<file path="src/rtl/seq_detect_param.sv">
// Parameterised serial pattern detector.
// Registered one-cycle detect pulse plus a saturating match counter.
module seq_detect_param #(
  parameter int                 SEQ_LEN = 5,
  parameter logic [SEQ_LEN-1:0] SEQ     = 5'b11011,
  parameter int                 OVERLAP = 0,
  parameter int                 CNT_W   = 8
) (
  input  logic             clk,
  input  logic             rst,
  input  logic             in_vld,
  input  logic             in,
  input  logic             cnt_clr,
  output logic             out,
  output logic [CNT_W-1:0] match_cnt
);

  localparam int FW = $clog2(SEQ_LEN + 1);

  localparam logic [FW-1:0] FILL_MAX = FW'(SEQ_LEN);
  localparam logic [FW-1:0] FILL_ARM = FW'(SEQ_LEN - 1);
  localparam logic [CNT_W-1:0] CNT_MAX = '1;

  logic [SEQ_LEN-1:0] hist;
  logic [SEQ_LEN-1:0] hist_nxt;
  logic [SEQ_LEN-1:0] cand;
  logic [FW-1:0]      fill;
  logic [FW-1:0]      fill_nxt;
  logic [CNT_W-1:0]   cnt_nxt;
  logic               armed;
  logic               match;
  logic               out_nxt;

  always_ff @(posedge clk) begin
    if (rst) begin
      hist      <= '0;
      fill      <= '0;
      out       <= 1'b0;
      match_cnt <= '0;
    end else begin
      hist      <= hist_nxt;
      fill      <= fill_nxt;
      out       <= out_nxt;
      match_cnt <= cnt_nxt;
    end
  end

  // Candidate window: current history with the incoming bit appended.
  always_comb begin
    cand  = {hist[SEQ_LEN-2:0], in};
    armed = (fill >= FILL_ARM);
    match = in_vld && armed && (cand == SEQ);
  end

  always_comb begin
    hist_nxt = hist;
    fill_nxt = fill;
    if (in_vld) begin
      hist_nxt = cand;
      if (match && (OVERLAP == 0)) begin
        fill_nxt = '0;
      end else if (fill != FILL_MAX) begin
        fill_nxt = fill + FW'(1);
      end
    end
  end

  // Clear wins over a coincident match; the pulse itself is unaffected.
  always_comb begin
    out_nxt = match;
    cnt_nxt = match_cnt;
    if (cnt_clr) begin
      cnt_nxt = '0;
    end else if (match && (match_cnt != CNT_MAX)) begin
      cnt_nxt = match_cnt + CNT_W'(1);
    end
  end

endmodule

</file>
<file path="config.mk">
export PLATFORM = sky130hd
export DESIGN_NAME = seq_detect_param
export DESIGN_NICKNAME = d
export VERILOG_FILES = /design/src/rtl/seq_detect_param.sv
export SDC_FILE = /design/constraint.sdc
export NUM_CORES = 1
export LEC_CHECK = 0
export BUFFER_PORTS_ARGS = -buffer_cell sky130_fd_sc_hd__buf_2
export CAP_MARGIN = 0
export CORE_MARGIN = 5
export CORE_UTILIZATION = 50
export CTS_BUF_LIST = sky130_fd_sc_hd__clkbuf_4
export DETAILED_ROUTE_END_ITERATION = 6
export PLACE_DENSITY = 0.73
export SYNTH_ARGS = -nofsm -noshare
export SYNTH_HDL_FRONTEND = slang
export SYNTH_SLANG_ARGS = --single-unit
</file>
<file path="constraint.sdc">
create_clock -name clk -period 3.65 [get_ports clk]
set_input_delay 0 -clock clk [delete_from_list [all_inputs] [get_ports clk]]
set_output_delay 0 -clock clk [all_outputs]
set_load 0.01 [all_outputs]
</file>
Word-level counts from Yosys, hierarchy flattened:

Index checks and enable logic that the tools add are counted.

* register bits after elaboration: 16
* bits in latches: 0
* bits in writable memories: 0
* ROM bits: 0
* bits of input ports: 5
* output and inout bits: 9
* logic and storage cells: 18
* memories kept: 0

* add/subtract/negate cells: 2
* multiply operators: 0
* div/mod/pow operators: 0
* order comparisons: 1
* eq/ne operators: 3
* shift operators: 0
* multiplexer cells: 2
* bitwise logic cells: 0
* reductions and logical operators: 6

Operators with widths (count)
* adder 8 x 1 -> 8 bit (second input constant): 1
* != test 8 bit (second input constant): 1
* two-way mux 3 bit: 2
* equality test 5 bit (second input constant): 1
* adder 3 x 1 -> 3 bit (second input constant): 1
* >= comparator 3 bit (second input constant): 1
* logical AND 1 bit: 3
* != test 3 bit (second input constant): 1
* AND reduction 2 bit: 1
* nonzero test 2 bit: 1
* OR reduction 2 bit: 1

Longest topological paths before layout:

* word-level depth: 5
* gate-level depth with buffers: 7
* gate-level depth less buffers: 5

Least setup slack after synthesis:

OpenSTA, ideal clock, no wires.

* kind: flip-flop to flip-flop
* start: register match_cnt[0]
* end: register match_cnt[3]
* setup time: 0.070 ns
* data arrival time: 1.507 ns
* data required time: 3.580 ns
* setup slack: 2.073 ns
* cell stages (with the launch flop): 7
* buffers on the path: 1
* period minus slack after synthesis: 1.577 ns
* cells stage by stage: dfxtp_1 -> ha_1 -> nand3_1 -> nor2b_1 -> clkbuf_1 -> or4_1 -> a21oi_1

* word-level cells in the longest chain between the ends: 2
* elaborated cells on any way between the ends: 3
* those cells by class: add/sub (1); eq/ne (1); reduce/logical (1)

Ends and longest elaborated chain
* start: declaration: RTL line 15 `output logic [CNT_W-1:0] match_cnt`
* start signal: assignment: RTL line 44 `match_cnt <= cnt_nxt;`
* branches (longest 2 deep; another with adder 8 x 1 -> 8 bit)

Parallel ways; which one is timed is not known.
A chain may end at the register's enable or synchronous reset.

Worst setup path after layout:

* start: register hist[0]
* end: register match_cnt[3]

* word-level cells in the longest chain between the ends: 3

Ends and longest elaborated chain
* start: declaration: RTL line 24 `logic [SEQ_LEN-1:0] hist;`
* start signal: assignment: RTL line 41 `hist <= hist_nxt;`
* equality test 5 bit: RTL line 52 `match = in_vld && armed && (cand == SEQ);`
* logical AND 1 bit: RTL line 52
* logical AND 1 bit: RTL line 74 `end else if (match && (match_cnt != CNT_MAX)) begin`

No other way between the ends.

==> flow_summary.yaml <==
timing:
  setup_violations: 0
  tightest_slew_ns: 0.733
  finalMaxSlewViolations: 0
  finalSetupTns_ns: 0
  grt_setup_unrepaired: "no"
  hold_viol_final: 0
  fin_crit_ns: 1.78
  final_critical_path_setup_slack_ns: 1.87
  period_share: 0.489
  fin_worst_skew_ns: 0.00388
  timing.fmax_mhz: 561
  max-slew-margin-rel: 0.512
cts:
  htreeDepth: 1
  cts_setup_buffers: 0
  cts_buffers: 3
  clk_pin_slew_ns: 0.09
  hold_buffers: 0
  clock_latency_ns: 0.28
  cts_max_path_buffers: 2
  cts_tree: "built"
  post_cts_resized: 0
  cts_root_buffer: "clkbuf_4"
  clock_sinks: 16
global_route:
  overflow: 0
  grt_max_degree: 17
  antenna_found_initial: 0
  first_global_vias: 532
  grtUsageTotal: 0.120
  grt_pass1_wl_um: 2330
yosys:
  syn_inst: 87
  syn_area_um2: 785
  yosys_warnings: 0
  ys_types: 31
  synth-seq-cells: 16
  syn-num-nets: 95
  avgSynthCellArea_um2: 9.02
  yosysSeqAreaShare: 0.408
worst_setup_path:
  cpPeakStageDelay_ns: 0.59
  slowest_stage: "or4_1"
  cp.buffers_inverters: 0
  path_max_fanout: 16
  cp_cell_sequence: "nand4b_4, or2_0, or4_1, a21oi_1"
  end_kind: "flip-flop"
  critPathLaunchType: "flip-flop"
  critPathKind: "reg -> reg"
  worstReg2RegStart: "hist[0]"
  crit_start: "hist[0]"
  cp.arrival_ns: 2.00
  cp.required_ns: 3.87
  crit_family: "simple AND/OR/NAND/NOR gates"
power:
  power_density_mw_per_mm2: 336
  leakage_uw: 0.000344
  ir_drop_v: 0.000230
  finalPower_uw: 289
routing:
  postRouteAntennaNets: 0
  dr_total_vias: 680
  drtIter0Drc: 16
  wl_um: 1450
  drtPass1Iterations: 4
  routedWlPerCell_um: 12.9
  drc: 0
  post_drt_via_cell_ratio: 6.02
floorplan:
  fp.dieW_um: 49.6
  row_count: 14
  ioPinCount: 14
  design.core.area_mm2: 0.00149
  initial_core_util: 0.527
  fp.dieH_um: 49.6
  die_area_mm2: 0.00246
final_layout:
  area_growth_pct: 9.57
  fin_area_um2: 860
  fin_util: 0.577
  final_cell_mix: "16 x dfxtp_1, 13 x buf_2, 9 x nor2_1, 8 x a21oi_1"
  mostFrequentLayoutCell: "dfxtp_1"
  layout-drive-gt1-share: 0.206
  fin_nets: 107
  diodes: 0
  n_fill_cell: 140
placement:
  gp_congestion: 0.834
  numPortBuffers: 13
  dp_worst_setup_slack_ns: 1.89
  placed_area_um2: 837
run_status:
  outcome: "finished, final reports clean"
job:
  drv_cap: 0
hold_path:
  hold_class: "in -> reg"
  min_from: "in"
-- cell families (layout without fill, tap and decap cells) --
family | after synthesis | count (layout) | share of synthesized area
DFF | 16 | 16 | 0.408
adders and majority gates | 3 | 3 | 0.0479
buffers and inverters | 8 | 18 | 0.0510
and+or+nand+nor | 35 | 35 | 0.268
AOI/OAI and AO/OA | 21 | 21 | 0.174
muxes | 4 | 4 | 0.0510
-- power by group --
group / switching (uW) / total, uW / internal, uW
clock: 51.0 / 89.3 / 38.3
combinational: 10.0 / 18.9 / 8.83
sequential: 2.90 / 181 / 178
-- stage by stage --
stage,hold slack [ns],std cells
after CTS,0.00667,113
after floorplan,0.147,87
final,0.00775,113
after detailed placement,0.304,110
after global routing,0.0204,113
after global placement,0.292,110
-- area by class of cell --
cell class	instances	area [um2]	area share
clock buffer	3	22.5	0.0262
sequential	16	320	0.373
timing repair buffer	13	65.1	0.0757
inverter	2	7.51	0.00873
tap	16	20.0	0.0233
multi-input combinational	63	424	0.493
-- final timing paths --
kind                       end  slack [ns]  cells past startpoint
setup reg to reg  match_cnt[3]        1.87                      4
setup / recovery  match_cnt[3]        1.87                      4
hold reg to reg   match_cnt[7]        0.52                      2
hold / removal         hist[0]       0.008                      3
-- registers in the layout, indices dropped and copies added, names as in the netlist --
name / cells
match_cnt: 8
out: 1
fill: 3
hist: 4
-- cells in the mapped netlist --
cell type | instances | share of area
mux2i_1 | 4 | 0.051
dfxtp_1 | 16 | 0.41
nand2_1 | 4 | 0.019
inv_1 | 2 | 0.0096
o21a_1 | 1 | 0.0096
ha_1 | 3 | 0.048
nand3b_1 | 3 | 0.029
o31ai_1 | 3 | 0.029
or3_1 | 2 | 0.016
nand4_1 | 1 | 0.0080
buf_2 | 2 | 0.013
or4_1 | 2 | 0.019
o32ai_1 | 1 | 0.011
o21ai_0 | 2 | 0.013
clkbuf_1 | 2 | 0.0096
nor2b_1 | 1 | 0.0080
nor4_1 | 1 | 0.0080
nand4b_4 | 1 | 0.030
nor2_1 | 9 | 0.043
a211oi_1 | 2 | 0.019
nand3_1 | 4 | 0.026
and4_1 | 2 | 0.022
buf_6 | 1 | 0.014
o311ai_0 | 1 | 0.011
o41ai_1 | 2 | 0.022
o22ai_1 | 1 | 0.0080
or2_0 | 1 | 0.0080
or2_2 | 3 | 0.024
a21oi_1 | 8 | 0.051
buf_1 | 1 | 0.0048
nand2b_1 | 1 | 0.0080
-- routing by layer --
metal,vias to the layer above,part of all wire,global-route usage
met5,-,0,0
met2,13,0.49,0.180
li1,342,-,-
met3,4,0.044,0.0361
met4,0,0.019,0.0655
met1,321,0.45,0.150
-- worst reg2reg max path, cell delays in order (launching register included) --
cell      delay (ns)
dfxtp_1         0.40
nand4b_4        0.11
or2_0           0.48
or4_1           0.59
a21oi_1         0.14
No activity file was read; power rests on OpenSTA's default activity.
